File: config.mk
export PLATFORM = sky130hd
export DESIGN_NAME = vsd_router_flat
export DESIGN_NICKNAME = d
export VERILOG_FILES = /design/src/rtl/vsd_pkg.sv /design/src/rtl/vsd_router_if.sv /design/src/rtl/vsd_led_stretch.sv /design/src/rtl/vsd_router.sv /design/src/flat_wrapper.sv
export SDC_FILE = /design/constraint.sdc
export NUM_CORES = 1
export LEC_CHECK = 0
export BUFFER_PORTS_ARGS = -buffer_cell sky130_fd_sc_hd__clkbuf_2
export CAP_MARGIN = 40
export CORE_UTILIZATION = 40
export DETAILED_ROUTE_END_ITERATION = 10
export PLACE_DENSITY = 0.69
export SLEW_MARGIN = 30
export SYNTH_ARGS = -nofsm -noshare
export SYNTH_HDL_FRONTEND = slang
export SYNTH_HIERARCHICAL = 1
export SYNTH_SLANG_ARGS = --single-unit
File: constraint.sdc
create_clock -name clk_sys -period 2.4 [get_ports clk_sys]
set_clock_uncertainty 0.15 [all_clocks]
set_input_delay 0.12 -clock clk_sys [delete_from_list [all_inputs] [get_ports clk_sys]]
set_output_delay 0.12 -clock clk_sys [all_outputs]
set_load 0.05 [all_outputs]
File: src/rtl/vsd_pkg.sv
`default_nettype none
// ============================================================================
// Module : vsd_pkg
// Brief  : Shared types and constants for the vsd_router SD/SPI router.
// Rev    : 1.0  initial release
// ============================================================================
package vsd_pkg;

    typedef enum logic [0:0] {
        REAL = 1'b0,
        VIRT = 1'b1
    } route_t;

    typedef enum logic [0:0] {
        IDLE  = 1'b0,
        OWNED = 1'b1
    } own_state_t;

    localparam int         NCH_MAX    = 8;
    localparam logic [3:0] OWNER_NONE = 4'hF;

endpackage
`default_nettype wire

File: src/rtl/vsd_router_if.sv
`default_nettype none
// ============================================================================
// Module : vsd_router_if
// Brief  : Controller / virtual-card / physical-card SPI bundle for vsd_router.
// Rev    : 1.0  initial release
// ============================================================================
interface vsd_router_if #(
    parameter int NCH = 3
);
    logic [NCH-1:0] img_mounted;
    logic           img_size_nz;
    logic [3:0]     real_sel;
    logic [NCH-1:0] ctl_cs;
    logic [NCH-1:0] ctl_sclk;
    logic [NCH-1:0] ctl_mosi;
    logic [NCH-1:0] ctl_miso;
    logic [NCH-1:0] vsd_ss;
    logic [NCH-1:0] vsd_miso;
    logic           sd_cs;
    logic           sd_sck;
    logic           sd_mosi;
    logic           sd_miso;
    logic [NCH-1:0] have;
    logic [NCH-1:0] led_act;

    modport slave (
        input  img_mounted, img_size_nz, real_sel, ctl_cs, ctl_sclk, ctl_mosi,
               vsd_miso, sd_miso,
        output ctl_miso, vsd_ss, sd_cs, sd_sck, sd_mosi, have, led_act
    );

    modport master (
        output img_mounted, img_size_nz, real_sel, ctl_cs, ctl_sclk, ctl_mosi,
               vsd_miso, sd_miso,
        input  ctl_miso, vsd_ss, sd_cs, sd_sck, sd_mosi, have, led_act
    );
endinterface
`default_nettype wire

File: src/rtl/vsd_led_stretch.sv
`default_nettype none
// ============================================================================
// Module : vsd_led_stretch
// Brief  : Per-channel activity LED; stretched by a counter when
//          VSD_LED_STRETCH_EN is defined, else a 1-cycle delayed ~cs.
// Rev    : 1.0  initial release
// ============================================================================
module vsd_led_stretch #(
    parameter int CNT_W = 20
) (
    input  wire  clk_sys,
    input  wire  reset_n,
    input  wire  cs,
    input  wire  sclk,
    output logic led
);

`ifdef VSD_LED_STRETCH_EN
    logic             r_sclk_q;
    logic [CNT_W-1:0] r_cnt;

    always_ff @(posedge clk_sys or negedge reset_n) begin
        if (!reset_n) begin
            r_sclk_q <= 1'b0;
            r_cnt    <= '0;
        end else begin
            r_sclk_q <= sclk;
            if (sclk && !r_sclk_q && !cs)
                r_cnt <= '1;
            else if (r_cnt != '0)
                r_cnt <= r_cnt - 1'b1;
        end
    end

    assign led = (r_cnt != '0);
`else
    // Counter width only matters when stretching is compiled in.
    localparam int c_unused_cnt_w = CNT_W;

    logic r_led;

    always_ff @(posedge clk_sys or negedge reset_n) begin
        if (!reset_n)
            r_led <= 1'b0;
        else
            r_led <= ~cs;
    end

    assign led = r_led;
`endif

endmodule
`default_nettype wire

File: src/rtl/vsd_router.sv
`default_nettype none
// ============================================================================
// Module : vsd_router
// Brief  : N-channel SD/SPI router: per-channel virtual card or the single
//          physical SD slot, with idle-deferred route changes and exclusive
//          physical-card ownership. Optional macro: VSD_LED_STRETCH_EN.
// Rev    : 1.0  initial release
// ============================================================================
module vsd_router
    import vsd_pkg::*;
#(
    parameter int NCH       = 3,
    parameter int LED_CNT_W = 20
) (
    input wire          clk_sys,
    input wire          reset_n,
    vsd_router_if.slave bus
);

    route_t         r_route [NCH];
    logic [NCH-1:0] r_mounted;
    logic [NCH-1:0] r_have;
    own_state_t     r_state;
    logic [3:0]     r_owner;

    logic [NCH-1:0] w_virt;
    logic [NCH-1:0] w_sel;
    logic [NCH-1:0] w_sel_real;
    logic [NCH-1:0] w_owned_by;
    logic [NCH-1:0] w_vsd_ss;
    logic [NCH-1:0] w_ctl_miso;
    logic [NCH-1:0] w_led;
    logic           w_release;
    logic           w_sd_cs;

    for (genvar i = 0; i < NCH; i++) begin : g_ch
        assign w_virt[i]     = (r_route[i] == VIRT);
        assign w_sel[i]      = (bus.real_sel == 4'(i));
        assign w_sel_real[i] = w_sel[i] && !w_virt[i];
        assign w_owned_by[i] = (r_state == OWNED) && (r_owner == 4'(i));
        assign w_vsd_ss[i]   = bus.ctl_cs[i] | ~w_virt[i];
        assign w_ctl_miso[i] = w_virt[i]     ? bus.vsd_miso[i] :
                               w_owned_by[i] ? bus.sd_miso     : 1'b1;

        // Route only switches while this controller's bus is deselected.
        always_ff @(posedge clk_sys or negedge reset_n) begin
            if (!reset_n)
                r_route[i] <= REAL;
            else if (bus.ctl_cs[i])
                r_route[i] <= r_mounted[i] ? VIRT : REAL;
        end

        vsd_led_stretch #(
            .CNT_W (LED_CNT_W)
        ) u_led (
            .clk_sys (clk_sys),
            .reset_n (reset_n),
            .cs      (bus.ctl_cs[i]),
            .sclk    (bus.ctl_sclk[i]),
            .led     (w_led[i])
        );
    end

    always_ff @(posedge clk_sys or negedge reset_n) begin
        if (!reset_n) begin
            r_mounted <= '0;
            r_have    <= '0;
        end else begin
            r_mounted <= (r_mounted & ~bus.img_mounted)
                       | ({NCH{bus.img_size_nz}} & bus.img_mounted);
            r_have    <= w_virt | w_sel;
        end
    end

    // Owner may only let go once its own chip select is high.
    assign w_release = |(w_owned_by & bus.ctl_cs & ~w_sel_real);

    always_ff @(posedge clk_sys or negedge reset_n) begin
        if (!reset_n) begin
            r_state <= IDLE;
            r_owner <= OWNER_NONE;
        end else begin
            case (r_state)
                IDLE: begin
                    if (|w_sel_real) begin
                        r_state <= OWNED;
                        r_owner <= bus.real_sel;
                    end
                end
                OWNED: begin
                    if (w_release) begin
                        r_state <= IDLE;
                        r_owner <= OWNER_NONE;
                    end
                end
                default: begin
                    r_state <= IDLE;
                    r_owner <= OWNER_NONE;
                end
            endcase
        end
    end

    assign w_sd_cs      = ~|(w_owned_by & ~bus.ctl_cs);
    assign bus.sd_cs    = w_sd_cs;
    assign bus.sd_sck   = |(w_owned_by & bus.ctl_sclk) & ~w_sd_cs;
    assign bus.sd_mosi  = |(w_owned_by & bus.ctl_mosi) & ~w_sd_cs;
    assign bus.vsd_ss   = w_vsd_ss;
    assign bus.ctl_miso = w_ctl_miso;
    assign bus.have     = r_have;
    assign bus.led_act  = w_led;

endmodule
`default_nettype wire

File: src/flat_wrapper.sv
// flat-port wrapper written by rule: the top's interface ports become plain ports
module vsd_router_flat import vsd_pkg::*;
#(
    parameter int NCH       = 3,
    parameter int LED_CNT_W = 20
)
  (clk_sys, reset_n, bus_img_mounted, bus_img_size_nz, bus_real_sel, bus_ctl_cs, bus_ctl_sclk, bus_ctl_mosi, bus_vsd_miso, bus_sd_miso, bus_ctl_miso, bus_vsd_ss, bus_sd_cs, bus_sd_sck, bus_sd_mosi, bus_have, bus_led_act);
  vsd_router_if #(.NCH(NCH)) bus_i ();
  input wire clk_sys;
  input wire reset_n;
  input wire logic [$bits(bus_i.img_mounted)-1:0] bus_img_mounted;
  input wire logic [$bits(bus_i.img_size_nz)-1:0] bus_img_size_nz;
  input wire logic [$bits(bus_i.real_sel)-1:0] bus_real_sel;
  input wire logic [$bits(bus_i.ctl_cs)-1:0] bus_ctl_cs;
  input wire logic [$bits(bus_i.ctl_sclk)-1:0] bus_ctl_sclk;
  input wire logic [$bits(bus_i.ctl_mosi)-1:0] bus_ctl_mosi;
  input wire logic [$bits(bus_i.vsd_miso)-1:0] bus_vsd_miso;
  input wire logic [$bits(bus_i.sd_miso)-1:0] bus_sd_miso;
  output wire logic [$bits(bus_i.ctl_miso)-1:0] bus_ctl_miso;
  output wire logic [$bits(bus_i.vsd_ss)-1:0] bus_vsd_ss;
  output wire logic [$bits(bus_i.sd_cs)-1:0] bus_sd_cs;
  output wire logic [$bits(bus_i.sd_sck)-1:0] bus_sd_sck;
  output wire logic [$bits(bus_i.sd_mosi)-1:0] bus_sd_mosi;
  output wire logic [$bits(bus_i.have)-1:0] bus_have;
  output wire logic [$bits(bus_i.led_act)-1:0] bus_led_act;
  assign bus_i.img_mounted = bus_img_mounted;
  assign bus_i.img_size_nz = bus_img_size_nz;
  assign bus_i.real_sel = bus_real_sel;
  assign bus_i.ctl_cs = bus_ctl_cs;
  assign bus_i.ctl_sclk = bus_ctl_sclk;
  assign bus_i.ctl_mosi = bus_ctl_mosi;
  assign bus_i.vsd_miso = bus_vsd_miso;
  assign bus_i.sd_miso = bus_sd_miso;
  assign bus_ctl_miso = bus_i.ctl_miso;
  assign bus_vsd_ss = bus_i.vsd_ss;
  assign bus_sd_cs = bus_i.sd_cs;
  assign bus_sd_sck = bus_i.sd_sck;
  assign bus_sd_mosi = bus_i.sd_mosi;
  assign bus_have = bus_i.have;
  assign bus_led_act = bus_i.led_act;
  vsd_router #(.NCH(NCH), .LED_CNT_W(LED_CNT_W)) u_core (.clk_sys(clk_sys), .reset_n(reset_n), .bus(bus_i));
endmodule
# --- After elaboration in Yosys (flattened, before gate mapping) ---
# Index checks and enable logic that the tools add are counted.
totals:
  word_cells: 73
  mem_count: 0
  inputBits: 23
  mem_bits_ro: 0
  mem_bits_rw: 0
  register_bits: 17
  latchBits: 0
op_classes:
  add_sub_neg: 0
  muxes: 15
  div: 0
  n_shift: 0
  n_bitwise: 24
  n_lt_le_gt_ge: 0
  mul: 0
  n_reduce_logical: 18
  eq_ne: 6
op_table:
  columns: ["cell", "n"]
  rows:
  - ["3-bit AND", 7]
  - ["3-bit OR reduction", 5]
  - ["1-bit 2-to-1 mux", 11]
  - ["3-bit NOT", 3]
  - ["4-bit by 1-bit equality test with 1-bit output, second input constant", 2]
  - ["4-bit by 2-bit equality test with 1-bit output, second input constant", 2]
  - ["4-bit logical NOT", 2]
  - ["4-bit 2-to-1 mux", 2]
  - ["4-bit one-hot mux with 2 select lines", 1]
  - ["1-bit NOT", 7]
  - ["1-bit logical AND", 6]
  - ["3-bit bitwise OR", 2]
  - ["1-bit logical NOT", 4]
  - ["1-bit bitwise OR", 3]
  - ["1-bit AND", 2]
  - ["2-bit by 1-bit inequality test with 1-bit output, second input constant", 1]
  - ["2-bit inequality test, second input constant", 1]
  - ["1-bit one-hot mux with 2 select lines", 1]
  - ["2-bit AND reduction", 1]

# --- Longest topological paths before layout ---
logic_depth:
  ltp_word: 7
  mapped_depth: 5
  ltp_nobuf: 4

# --- Hierarchy ---
# The synthesis kept the hierarchy.
by_module_without_submodules:
  columns: ["module", "cells_each", "area_per_inst_um2", "n_inst"]
  rows:
  - ["vsd_router", 83, 818.3, 1]
  - ["vsd_led_stretch", 2, 28.8, 3]

# --- Worst setup path before layout ---
# OpenSTA, ideal clock, no wires.
synth_path:
  path_kind: "flip-flop to output port"
  from: "register u_core.r_owner[3]"
  to: "output port bus_sd_mosi"
  stages_incl_launch_ff: 6
  t_required_ns: 2.130
  arrival_time_ns: 2.766
  setup_slack_ns: -0.636
  path_cell_list: "dfstp_2 or3_1 buf_6 nor2_1 a221oi_1 a21oi_1"
synth_between:
  elab_chain_cells: 5
  word_cells_on_any_way: 11
synth_lines:
  columns: ["item", "line", "source"]
  rows:
  - ["from (decl)", "vsd_router.sv:24", "logic [3:0] r_owner;"]
  - ["from (signal assigned)", "vsd_router.sv:87", "r_owner <= bus.real_sel;"]
  - ["4-bit by 1-bit equality test with 1-bit output, or another cell as far along", "vsd_router.sv:40", "assign w_owned_by[i] = (r_state == OWNED) && (r_owner == 4'(i));"]
  - ["1-bit logical AND", "vsd_router.sv:40", null]
  - ["3-bit AND, on equally long branches", "vsd_router.sv:107, vsd_router.sv:104", null]
  - ["3-bit OR reduction, on equally long branches", "vsd_router.sv:107, vsd_router.sv:104", null]
  - ["1-bit AND (*)", "vsd_router.sv:107", "assign bus.sd_mosi = |(w_owned_by & bus.ctl_mosi) & ~w_sd_cs;"]
  - ["to (decl)", "flat_wrapper.sv:23", "output wire logic [$bits(bus_i.sd_mosi)-1:0] bus_sd_mosi;"]
# Mark *: on every way between the ends. The rest lies on a longest branch, timed or not.

# --- Worst setup path after layout ---
layout_path:
  from: "register u_core.r_owner[0]"
  to: "output port bus_sd_mosi"
# Same word-level chain as after synthesis.

==> impl_metrics.env <==
export IMPL_portBuffers=37
export IMPL_hold_depth=3
export IMPL_drc=0
export IMPL_dpl_cell_count=151
export IMPL_ff2ff_path_depth=4
export IMPL_reg2reg_from="u_core/r_owner[0]"
export IMPL_ir_worst_vdd_mv=0.484
export IMPL_p_int_uw=595
export IMPL_path_max_fanout=8
export IMPL_endpoint_kind="primary output"
export IMPL_grt_use_total_pct=19.8
export IMPL_grt_max_degree=18
export IMPL_wl_mm=2.14
export IMPL_post_route_period_util_pct=93.9
export IMPL_clkSlewWorstSetupHoldPaths_ns=0.10
export IMPL_grt_pass1_vias=801
export IMPL_finalSetupViolations=0
export IMPL_synth_async_reset_ratio_pct=100
export IMPL_total_power_uw=988
export IMPL_die_w_um=49.6
export IMPL_final_antenna_net_count=0
export IMPL_coreArea_um2=2040
export IMPL_slew_headroom_pct=70.5
export IMPL_combinationalPowerShare_pct=40.1
export IMPL_clock_fmax_mhz=444
export IMPL_synthToLayoutAreaGrowth_pct=38.3
export IMPL_synth_flop_cell="dfrtp_1"
export IMPL_drv_cap=0
export IMPL_min_to="u_core/bus.have[2]"
export IMPL_cts_sinks=17
export IMPL_switching_share_pct=39.8
export IMPL_hp_class="primary input to register"
export IMPL_ys_warn_count=6
export IMPL_ios=38
export IMPL_status="complete, no violations"
export IMPL_syn_area_per_cell_um2=10.2
export IMPL_antenna_found_initial=0
export IMPL_seqCellArea_um2=430
export IMPL_syn_inst=89
export IMPL_p_sw_uw=393
export IMPL_final_util_pct=61.3
export IMPL_pwr_share_clk_pct=15.3
export IMPL_netlist_area_um2=905
export IMPL_ys_ff_latch=17
export IMPL_worstPathArrival_ns=1.98
export IMPL_hold_viol=0
export IMPL_min_period_ns=2.25
export IMPL_vias=853
export IMPL_grt_pass1_wl_mm=3.62
export IMPL_crit_type="register to primary output"
export IMPL_syn_nets=112
export IMPL_pre_cts_ws_ns=0.411
export IMPL_die_area_um2=2460
export IMPL_clk_latency_ns=0.29
export IMPL_gr_total_overflow=0
export IMPL_synth_edff_count=0
export IMPL_hold_start="bus_real_sel[3]"
export IMPL_final_nets=163
export IMPL_n_antenna_cell=0
export IMPL_wl_per_cell_um=12.9
export IMPL_htree_num_levels=1
export IMPL_start_util_pct=44.3
export IMPL_rrSetupSlack_ns=0.61
export IMPL_stdcell_count=166
export IMPL_p_per_area_nw_per_um2=789
export IMPL_rows=16
export IMPL_die_h_um=49.6
export IMPL_hpwl_mm=1.51
export IMPL_r2r_end="u_core/r_owner[3]"
export IMPL_cts_tree="yes"
export IMPL_gp_congestion=0.805
export IMPL_required_ns=2.13
export IMPL_slew_violations=0
export IMPL_cts_made_buffers=3
export IMPL_fillers=177
export IMPL_synth_distinct_cells=31
export IMPL_hold_ws_ns=0.0183
export IMPL_drive_gt1_share_pct=41.0
export IMPL_leakage_uw=0.000586
export IMPL_start_kind="register"
export IMPL_drt_iter0_drc=29
export IMPL_first_pass_iters=4
export IMPL_cts_buffer_depth=2
export IMPL_multi_input_area_um2=438
export IMPL_postLayoutSetupSlackWorst_ns=0.146
export IMPL_root_buffer="clkbuf_4"
export IMPL_tightestPinTransition_ns=0.439
export IMPL_viasPerCell=5.14
export IMPL_yosysSeqAreaShare_pct=47.6
export IMPL_seqPwrFrac_pct=44.6
## critical path, stage by stage (launching register included)
cell and delay (ns):
dfstp_2 0.38, or3_1 0.51, nor2_1 0.26, a221oi_2 0.12, a21oi_1 0.13, clkbuf_2 0.29
## cell families after synthesis
| family | Yosys count | synth area share [%] |
|---|---|---|
| AND/OR/NAND/NOR | 39 | 22.5 |
| buffers and inverters | 9 | 4.98 |
| multiplexers | 4 | 4.98 |
| AO/OA/AOI/OAI | 20 | 19.9 |
| flip-flops | 17 | 47.6 |
## repair_timing
| item | in CTS | in global routing |
|---|---|---|
| setup buffers | 0 | 0 |
| hold buffers | 11 | 0 |
| hold endpoints to repair | 28 | 0 |
| resized for setup | 0 | 2 |
| endpoints found under the setup margin | 0 | 2 |
## how the worst max path moves through the flow
stage	start	slack (ns)	endpoint
4_1_cts	u_core/r_owner[0]	0.08	bus_sd_mosi
3_3_place_gp	u_core/r_owner[0]	0.47	bus_sd_mosi
3_5_place_dp	u_core/r_owner[0]	0.41	bus_sd_mosi
6_report	u_core/r_owner[0]	0.15	bus_sd_mosi
5_1_grt	u_core/r_owner[0]	-0.001	bus_sd_sck
2_1_floorplan	u_core/r_owner[0]	-0.03	bus_sd_mosi
## power groups by stage
| stage | combinational [uW] | sequential, uW | clock [uW] |
|---|---|---|---|
| finish | 396 | 441 | 151 |
| CTS | 388 | 435 | 160 |
| global placement | 363 | 440 | 0 |
| detailed placement | 369 | 441 | 0 |
| floorplan | 297 | 443 | 0 |
| global route | 424 | 450 | 175 |
## routing by layer
metal	up-vias	GRT usage (%)	routed length (um)
li1	412	-	-
met1	402	24.1	919
met2	37	32.9	1070
met3	2	4.94	137
met4	0	8.57	15
met5	-	0	0
## cell usage in the layout (no fill, tap or decap), drive strengths merged, types with 4 or more instances in the layout
cell / count
clkbuf: 39
dfrtp: 13
dlygate4sd3: 11
nand2: 11
nor2: 10
inv: 7
a21oi: 6
nand2b: 4
nor3: 4
mux2: 4
dfstp: 4
## layout make-up
type                    count  area share, %
multi-input cells          63           35.0
flip-flops and latches     17           34.4
repair buffers             48           23.6
well taps                  27           2.70
inverters                   7           2.10
clock buffers               3           1.80
clock inverters             1          0.400
## synthesized netlist by cell type, types with 2 or more instances
cell type  instances  share of area (%)
dfrtp_1           13                 36
nand2_1           11                4.6
nor2_1             9                3.7
inv_1              7                2.9
a21oi_1            6                3.3
dfstp_2            4                 12
mux2_2             4                5.0
nand2b_1           4                2.8
nor3_1             4                2.2
a22oi_1            2                1.7
nor2b_1            2                1.4
nor4_1             2                1.4
o21a_1             2                1.7
or3_1              2                1.4
## per-stage QoR
step | TNS (ns) | instance area (um^2)
2_1_floorplan | -0.0675 | 911
3_3_place_gp | 0 | 1110
6_report | 0 | 1250
5_1_grt | -0.00105 | 1250
4_1_cts | 0 | 1250
3_5_place_dp | 0 | 1110
Power figures use the tool's default switching activity.
